--- src/rtl/branch_flush_ctrl_pkg.sv ---
// Shared constants and types for the branch flush / stall controller.
package branch_flush_ctrl_pkg;

  localparam logic [1:0] PCSRC_SEQ  = 2'b00;
  localparam logic [1:0] PCSRC_BR   = 2'b01;
  localparam logic [1:0] PCSRC_JALR = 2'b11;

  localparam int CNT_W_DEF = 16;

  typedef enum logic [1:0] {
    RUN    = 2'b00,
    SQUASH = 2'b01,
    STALL  = 2'b10,
    HOLD   = 2'b11
  } state_t;

endpackage

--- src/rtl/branch_flush_ctrl_sat_counter.sv ---
// Saturating event counter with synchronous clear; clear wins over increment.
module sat_counter
  import branch_flush_ctrl_pkg::*;
#(
  parameter int CNT_W = CNT_W_DEF
) (
  input  logic             clk,
  input  logic             rst,
  input  logic             inc,
  input  logic             clr,
  output logic [CNT_W-1:0] cnt
);

  always_ff @(posedge clk) begin
    if (rst || clr) begin
      cnt <= '0;
    end else if (inc && (cnt != '1)) begin
      cnt <= cnt + CNT_W'(1);
    end
  end

endmodule

--- src/rtl/branch_flush_ctrl.sv ---
// Pipeline PC/IF-ID/ID-EX control: branch redirect, load-use stall, memory hold.
module branch_flush_ctrl
  import branch_flush_ctrl_pkg::*;
#(
  parameter int CNT_W = CNT_W_DEF
) (
  input  logic             clk,
  input  logic             rst,
  input  logic             ex_valid,
  input  logic [1:0]       pcsrc,
  input  logic             load_use,
  input  logic             hold,
  input  logic             cnt_clr,
  output logic             pc_write,
  output logic [1:0]       pc_sel,
  output logic             ifid_write,
  output logic             ifid_flush,
  output logic             idex_flush,
  output logic [CNT_W-1:0] taken_cnt,
  output logic [CNT_W-1:0] stall_cnt
);

  state_t     state, state_nxt;
  logic       pend_valid, pend_valid_nxt;
  logic [1:0] pend_sel, pend_sel_nxt;
  logic       taken;
  logic       run_eval;
  logic       redirect_en;
  logic [1:0] redirect_sel;
  logic       taken_inc, stall_inc;

  // pcsrc=10 is illegal and behaves as sequential
  assign taken = ex_valid && ((pcsrc == PCSRC_BR) || (pcsrc == PCSRC_JALR));

  always_ff @(posedge clk) begin
    if (rst) begin
      state      <= RUN;
      pend_valid <= 1'b0;
      pend_sel   <= PCSRC_SEQ;
    end else begin
      state      <= state_nxt;
      pend_valid <= pend_valid_nxt;
      pend_sel   <= pend_sel_nxt;
    end
  end

  always_comb begin
    state_nxt      = state;
    pend_valid_nxt = pend_valid;
    pend_sel_nxt   = pend_sel;
    pc_write       = 1'b1;
    pc_sel         = PCSRC_SEQ;
    ifid_write     = 1'b1;
    ifid_flush     = 1'b0;
    idex_flush     = 1'b0;
    run_eval       = 1'b0;
    redirect_en    = 1'b0;
    redirect_sel   = PCSRC_SEQ;
    taken_inc      = 1'b0;
    stall_inc      = 1'b0;

    if (rst) begin
      pc_write   = 1'b0;
      ifid_write = 1'b0;
      ifid_flush = 1'b1;
      idex_flush = 1'b1;
    end else if (hold) begin
      pc_write   = 1'b0;
      ifid_write = 1'b0;
      state_nxt  = HOLD;
      // Only states that act on pcsrc can park a redirect while frozen
      if ((state == RUN || state == STALL) && taken) begin
        pend_valid_nxt = 1'b1;
        pend_sel_nxt   = pcsrc;
      end
    end else begin
      case (state)
        SQUASH: state_nxt = RUN;
        STALL: begin
          if (taken) begin
            redirect_en  = 1'b1;
            redirect_sel = pcsrc;
          end else begin
            state_nxt = RUN;
          end
        end
        HOLD: begin
          if (pend_valid) begin
            redirect_en    = 1'b1;
            redirect_sel   = pend_sel;
            pend_valid_nxt = 1'b0;
            pend_sel_nxt   = PCSRC_SEQ;
          end else begin
            run_eval = 1'b1;
          end
        end
        default: run_eval = 1'b1;
      endcase

      if (run_eval) begin
        if (taken) begin
          redirect_en  = 1'b1;
          redirect_sel = pcsrc;
        end else if (load_use) begin
          pc_write   = 1'b0;
          ifid_write = 1'b0;
          idex_flush = 1'b1;
          stall_inc  = 1'b1;
          state_nxt  = STALL;
        end else begin
          state_nxt = RUN;
        end
      end

      if (redirect_en) begin
        pc_sel     = redirect_sel;
        ifid_flush = 1'b1;
        idex_flush = 1'b1;
        taken_inc  = 1'b1;
        state_nxt  = SQUASH;
      end
    end
  end

  sat_counter #(.CNT_W(CNT_W)) u_taken_cnt (
    .clk (clk),
    .rst (rst),
    .inc (taken_inc),
    .clr (cnt_clr),
    .cnt (taken_cnt)
  );

  sat_counter #(.CNT_W(CNT_W)) u_stall_cnt (
    .clk (clk),
    .rst (rst),
    .inc (stall_inc),
    .clr (cnt_clr),
    .cnt (stall_cnt)
  );

endmodule

--- config.mk ---
export PLATFORM = sky130hd
export DESIGN_NAME = branch_flush_ctrl
export DESIGN_NICKNAME = d
export VERILOG_FILES = /design/src/rtl/branch_flush_ctrl_pkg.sv /design/src/rtl/branch_flush_ctrl_sat_counter.sv /design/src/rtl/branch_flush_ctrl.sv
export SDC_FILE = /design/constraint.sdc
export NUM_CORES = 1
export LEC_CHECK = 0
export BUFFER_PORTS_ARGS = -buffer_cell sky130_fd_sc_hd__buf_2
export CAP_MARGIN = 20
export CORE_MARGIN = 5
export CORE_UTILIZATION = 42
export DETAILED_ROUTE_END_ITERATION = 8
export GPL_TIMING_DRIVEN = 0
export HOLD_SLACK_MARGIN = 0.08
export PLACE_DENSITY_LB_ADDON = 0.1
export SETUP_SLACK_MARGIN = 0.1
export SYNTH_ARGS = -nofsm -noshare
export SYNTH_HDL_FRONTEND = slang
export SYNTH_HIERARCHICAL = 1
export SYNTH_SLANG_ARGS = --single-unit
--- constraint.sdc ---
create_clock -name clk -period 7.3 [get_ports clk]
set_clock_uncertainty 0.1 [all_clocks]
set_input_delay 0.365 -clock clk [delete_from_list [all_inputs] [get_ports clk]]
set_output_delay 0.365 -clock clk [all_outputs]
set_load 0.005 [all_outputs]
==> impl_results.md, run 1 <==
* Total GRT Usage at 15.1%
* Largest net degree at the start of global routing at 11
* WHS at 334 ps
* Total congestion overflow at 0
* DRC violations left at 0
* Synth Cell Area at 2110 um^2
* Crit-path slowest cell: nor3_1
* Final slew viol count at 0
* First-pass GRT wire length at 7900 um
* Worst flop-to-flop path startpoint: state[0]
* Vias in the first global route at 1731
* Clk root buf: clkbuf_8
* Critical Path Start Type: register
* Setup crit end kind: register
* Initial Util at 44.0%
* Post-CTS setup buffers at 0
* CP Depth at 9
* Drt first-iter violations at 106
* Footprint of the multi-input gates at 1290 um^2
* CTS max path bufs at 2
* Internal power at 279 uW
* Library cells used by synthesis at 42
* Kind of critical path: reg2reg
* Worst-margin pin slew at 786 ps
* WP data arrival at 3150 ps
* Diode count at 0
* Syn Inst Count at 235
* Net count, final at 300
* Syn Area/Cell at 8.96 um^2
* Port Buf Inserts at 45
* RD Place Congestion at 0.831
* FMAX at 0.329 GHz
* DRT antenna net count at 0
* Vias per Instance at 5.74
* CTS tree: built
* Initial antenna violation count at 0
* Hold path depth at 4
* Worst-path clk slew at 70 ps
* Via count at 2026
* Register bit total from synthesis at 37
* Hold endpoint: pend_sel[1]
* Warnings, synthesis at 6
* Setup ws final at 4260 ps
* Clock H-tree levels at 2
* Wire per inst at 13.8 um
* Ratio of cells with drive above 1 in the final layout at 25.9%
* Switching Power at 86.3 uW
* Pwr per Cell Area at 147 nW/um^2
* Post-place setup slack at 4250 ps
* Async SR Flop Fraction at 0%
* Worst-Skew Late Latency at 290 ps
* Detailed Route WL at 4870 um
* Die X at 80.8 um
* FF+latch area at 741 um^2
* Synth Flop Type: dfxtp_1
* Synth-to-Final Area Change at 18.2%
* Clock Power Share at 35.5%
* Final Cycle Share at 41.6%
* Buffers & Inverters on Critical Path at 1
* Clock sinks at 37
* Final Hold Viols at 0
* FF-to-FF setup slack at 4260 ps
* Worst min path class: in2reg
* Worst reg-to-reg path cell count at 9
* CP Data Required Time at 7410 ps
* Worst slew margin relative to its limit at 47.2%
* Hold_buf cts at 0
* Die area at 6530 um^2
* Hold Crit Start: pcsrc[1]
* Endpoints failing setup at 0
* Cells along the critical path: inv_1 -> ha_1 -> or3b_4 -> a32oi_4 -> nor3_1 -> nand4_1 -> a41o_1 -> or3_1 -> a21oi_1
* Number of synthesized flops with an enable pin at 0
* Worst path top cell family by delay: simple AND/OR/NAND/NOR gates
* Seq/Total Area, Yosys at 35.2%
* FP Rows at 25
* Status: complete, no violations
* Unrepaired setup endpoints after global routing: no
* HPWL Detailed at 3640 um
* Core area at 4790 um^2
* Comb power frac at 8.4%
* Setup Total Neg Slack at 0 ps
* Final Critical Period at 3040 ps
* Post-CTS sizing at 0
* Static leakage at 1.01 nW
* Top Ports at 46
* Fillcell total at 505
* Crit path largest cell delay at 630 ps
* Seq pwr share at 56.1%
* Die Height at 80.8 um
* R2r endpoint: u_taken_cnt/cnt[6]
* VDD IR max at 0.0833 mV
* Router iterations before antenna repair at 4
* Synth Net Count at 248
* Critical path peak fanout at 6
* TritonCTS buffer count at 5
* Max Cap Violations at 0
* Net Sw Frac at 23.6%
==> final cells by class <==
cell class / count / area share [%]
flip-flops and latches: 37 / 29.8
clock buffers: 5 / 2.77
well taps: 67 / 3.37
repair buffers: 45 / 9.05
multi-input cells: 181 / 51.7
clock inverters: 1 / 0.201
plain buffers: 10 / 2.06
inverters: 7 / 1.06
==> cells in the mapped netlist, types with 3 or more instances <==
cell type	count	area (um^2)
nand3_1	12	60.1
nor3_1	4	20.0
or4_1	6	45.0
a21oi_1	24	120
a41o_1	8	80.1
a31oi_1	6	37.5
inv_1	7	26.3
nand2_1	14	52.6
nand4_1	10	62.6
o21ai_0	12	60.1
and2_1	4	25.0
nor2_1	14	52.6
a211oi_1	3	22.5
and4_1	8	70.1
or3_1	10	62.6
dfxtp_1	37	741
xor2_1	4	35.0
ha_1	5	62.6
o31ai_1	6	45.0
clkbuf_1	6	22.5
==> registers in the layout (all words and copies together), names as in the netlist <==
register         cells
pend_sel             2
u_taken_cnt/cnt     16
pend_valid           1
state                2
u_stall_cnt/cnt     16
==> power by group through the flow <==
stage,Sequential [mW],Clock [mW],Combinational [mW]
5_1_grt,0.205,0.146,0.0341
6_report,0.205,0.130,0.0306
2_1_floorplan,0.209,0,0.0212
3_5_place_dp,0.210,0,0.0310
3_3_place_gp,0.210,0,0.0309
4_1_cts,0.205,0.137,0.0311
==> cell families (layout without fill, tap and decap cells) <==
group,Yosys count,in the layout,synth area share (%)
simple gates,96,96,29.4
compound gates,73,73,25.3
flops,37,37,35.2
buf+inv,17,68,3.68
xor+xnor,6,6,2.50
fa+ha+maj,5,5,2.97
mux,1,1,1.07
==> layout by cell type, fill, tap and decap left out, drive strengths merged, types with 3 or more instances in the layout <==
cell / count
ha: 5
nand3: 12
dfxtp: 37
and4: 8
o21ai: 12
nand2: 14
a31oi: 6
or3: 10
a41o: 8
o31ai: 6
xor2: 4
clkbuf: 13
a211oi: 3
nor2: 14
a21oi: 24
or2: 3
nand4: 14
or4: 8
and2: 4
buf: 47
nor3: 4
inv: 7
==> worst max path at each step <==
stage	start	end
floorplan	state[0]	u_taken_cnt/cnt[14]
global placement	state[0]	u_taken_cnt/cnt[10]
detailed placement	state[0]	u_taken_cnt/cnt[6]
CTS	state[1]	u_taken_cnt/cnt[6]
global route	state[0]	u_taken_cnt/cnt[10]
finish	state[0]	u_taken_cnt/cnt[6]
==> per-stage QoR <==
stage / cell area, um^2 / utilization [%] / cells / power, mW
after floorplan: 2110 / - / 235 / 0.231
after global placement: 2410 / 50.5 / 347 / 0.240
after detailed placement: 2410 / 50.5 / 347 / 0.241
after CTS: 2490 / 52.0 / 353 / 0.373
after global routing: 2490 / 52.0 / 353 / 0.385
final: 2490 / 52.0 / 353 / 0.365
==> routing by layer <==
metal / global-route usage, % / part of all wire [%] / vias up
met5: 0 / 0 / -
met4: 4.56 / 1.1 / 0
met3: 4.21 / 4.6 / 5
met2: 24.0 / 46 / 43
met1: 19.9 / 49 / 953
li1: - / - / 1025
==> worst reg2reg max path, stage by stage (launching register included) <==
cell     delay [ps]
dfxtp_1         330
inv_1            60
ha_1            330
or3b_4          260
a32oi_4         150
nor3_1          640
nand4_1         290
a41o_1          330
or3_1           350
a21oi_1         130
(Power assumes the default switching activity.)
==> inputs of run 2 (changes only) <==
==> constraint.sdc (replaced) <==
create_clock -name clk -period 3 [get_ports clk]
set_clock_uncertainty 0.1 [all_clocks]
set_input_delay 0.15 -clock clk [delete_from_list [all_inputs] [get_ports clk]]
set_output_delay 0.15 -clock clk [all_outputs]
set_load 0.005 [all_outputs]
==> run 2 against run 1 <==
Effect of this change: sequential share of layout area decreased by 0.25 points; sequential power increased by 140%; sequential cell count unchanged; first-iteration DRC count increased by 14%; routed wire length decreased by 0.29%; worst setup slack got worse by 3900 ps; critical path depth unchanged; critical endpoint is now u_stall_cnt/cnt[10].
==> impl_results.md, run 2 (synthesized netlist as in run 1, its figures left out) <==
* Kind of critical path: reg2reg
* FP Rows at 25 (unchanged)
* Switching Power at 212 uW (+150%)
* Die X at 80.8 um (unchanged)
* Ratio of cells with drive above 1 in the final layout at 26.9% (+1.0 points)
* Unrepaired setup endpoints after global routing: no
* Largest net degree at the start of global routing at 11 (unchanged)
* Detailed Route WL at 4860 um (-0.29%)
* Final slew viol count at 0 (unchanged)
* Worst slew margin relative to its limit at 56.8% (+9.6 points)
* Critical path peak fanout at 7 (+1)
* Die area at 6530 um^2 (unchanged)
* Wire per inst at 13.8 um (-0.29%)
* Port Buf Inserts at 45 (unchanged)
* Worst min path class: in2reg
* TritonCTS buffer count at 5 (unchanged)
* Via count at 2015 (-0.54%)
* Max Cap Violations at 0 (unchanged)
* Worst-margin pin slew at 643 ps (-143 ps)
* Critical Path Start Type: register
* DRT antenna net count at 0 (unchanged)
* Vias per Instance at 5.71 (-0.54%)
* Internal power at 679 uW (+140%)
* FMAX at 0.376 GHz (+14%)
* Commonest non-fill, non-tap cell in the layout: buf_2
* Core area at 4790 um^2 (unchanged)
* VDD IR max at 0.203 mV (+140%)
* Tot Pwr at 891 uW (+140%)
* Endpoints failing setup at 0 (unchanged)
* Fillcell total at 505 (unchanged)
* Clock sinks at 37 (unchanged)
* Pwr per Cell Area at 355 nW/um^2 (+140%)
* CTS max path bufs at 2 (unchanged)
* Total GRT Usage at 15.1% (+0.047 points)
* Status: complete, no violations
* Worst-path clk slew at 70 ps (about the same)
* Setup crit end kind: register
* Post-place setup slack at -48.9 ps (-4300 ps)
* RD Place Congestion at 0.831 (unchanged)
* Seq pwr share at 56.0% (about the same)
* Top flop regs: u_stall_cnt/cnt: 16 flops, u_taken_cnt/cnt: 16 flops
* Setup ws final at 341 ps (-3920 ps)
* Diode count at 0 (unchanged)
* Net Sw Frac at 23.8% (+0.19 points)
* Clk root buf: clkbuf_8
* Top Ports at 46 (unchanged)
* CP Data Required Time at 3090 ps (-4320 ps)
* Most frequent cells in the layout: buf_2 (45), dfxtp_1 (37), a21oi_1 (24), nand2_1 (14), nor2_1 (14)
* Static leakage at 1.02 nW (+0.51%)
* First-pass GRT wire length at 7930 um (+0.35%)
* Worst-Skew Late Latency at 290 ps (about the same)
* Router iterations before antenna repair at 4 (unchanged)
* Die Height at 80.8 um (unchanged)
* Net count, final at 300 (unchanged)
* Vias in the first global route at 1731 (unchanged)
* WP data arrival at 2740 ps (-410 ps)
* CTS tree: built
* Final Critical Period at 2660 ps (-377 ps)
* Initial antenna violation count at 0 (unchanged)
* Synth-to-Final Area Change at 19.2%
* Post-CTS setup buffers at 0 (unchanged)
* DRC violations left at 0 (unchanged)
* Comb power frac at 8.6% (+0.2 points)
* Final Cycle Share at 88.6% (+47 points)
* Final Hold Viols at 0 (unchanged)
* Initial Util at 44.0% (unchanged)
* Clock Power Share at 35.4% (about the same)
* Clock H-tree levels at 2 (unchanged)
* Total congestion overflow at 0 (unchanged)
* HPWL Detailed at 3640 um (unchanged)
* Drt first-iter violations at 121 (+14%)
-- run 2: cell counts in the layout (fill, tap and decap cells not counted) --
Identical to the previous run, type by type.
-- run 2: worst paths after layout --
kind	from	cells past startpoint	slack, ps	endpoint
max reg2reg	state[1]	9	340	u_stall_cnt/cnt[10]
min	pcsrc[1]	4	120	pend_sel[1]
min reg2reg	pend_sel[0]	2	400	pend_sel[0]
max	state[1]	9	340	u_stall_cnt/cnt[10]
-- run 2: what timing repair did --
item | 4_1_cts | 5_1_grt
hold buffers | 0 | 0
gates resized for setup | 2 | 2
setup endpoints to repair | 7 | 2
-- run 2: final cells by class --
cell class / count / area (um^2) / area share [%]
plain buffers: 10 / 51.3 / 2.04
well taps: 67 / 83.8 / 3.34
inverters: 7 / 26.3 / 1.05
clock buffers: 5 / 68.8 / 2.74
flip-flops and latches: 37 / 741 / 29.5
multi-input cells: 181 / 1310 / 52.1
clock inverters: 1 / 5.00 / 0.199
repair buffers: 45 / 225 / 8.97
-- run 2: worst max-delay path, stage by stage, from the launching register on --
cell	delay (ps)
dfxtp_1	350
ha_1	170
buf_6	140
mux2i_4	270
nand2_1	110
nor3_2	390
nand4_1	240
a211oi_1	440
a31oi_1	150
a41o_1	210
-- run 2: metal layers --
| layer | vias to the layer above | share of wire [%] | GRT usage (%) |
|---|---|---|---|
| met4 | 0 | 1.1 | 4.56 |
| met1 | 950 | 48 | 19.8 |
| li1 | 1023 | - | - |
| met2 | 37 | 46 | 24.2 |
| met5 | - | 0 | 0 |
| met3 | 5 | 4.1 | 4.21 |
-- run 2: stage by stage --
step | hold slack [ps] | cells | area (um^2) | setup TNS [ps] | utilization (%)
2_1_floorplan | 226 | 235 | 2110 | 0 | -
3_3_place_gp | 371 | 347 | 2410 | -43.5 | 50.5
3_5_place_dp | 385 | 347 | 2410 | -116 | 50.5
4_1_cts | 111 | 353 | 2500 | 0 | 52.2
5_1_grt | 125 | 353 | 2510 | 0 | 52.4
6_report | 118 | 353 | 2510 | 0 | 52.4
-- run 2: power groups by stage --
stage	logic, mW	registers, mW	clock network, mW
2_1_floorplan	0.0517	0.510	0
3_3_place_gp	0.0751	0.510	0
3_5_place_dp	0.0755	0.510	0
4_1_cts	0.0767	0.499	0.333
5_1_grt	0.0852	0.499	0.354
6_report	0.0767	0.499	0.316
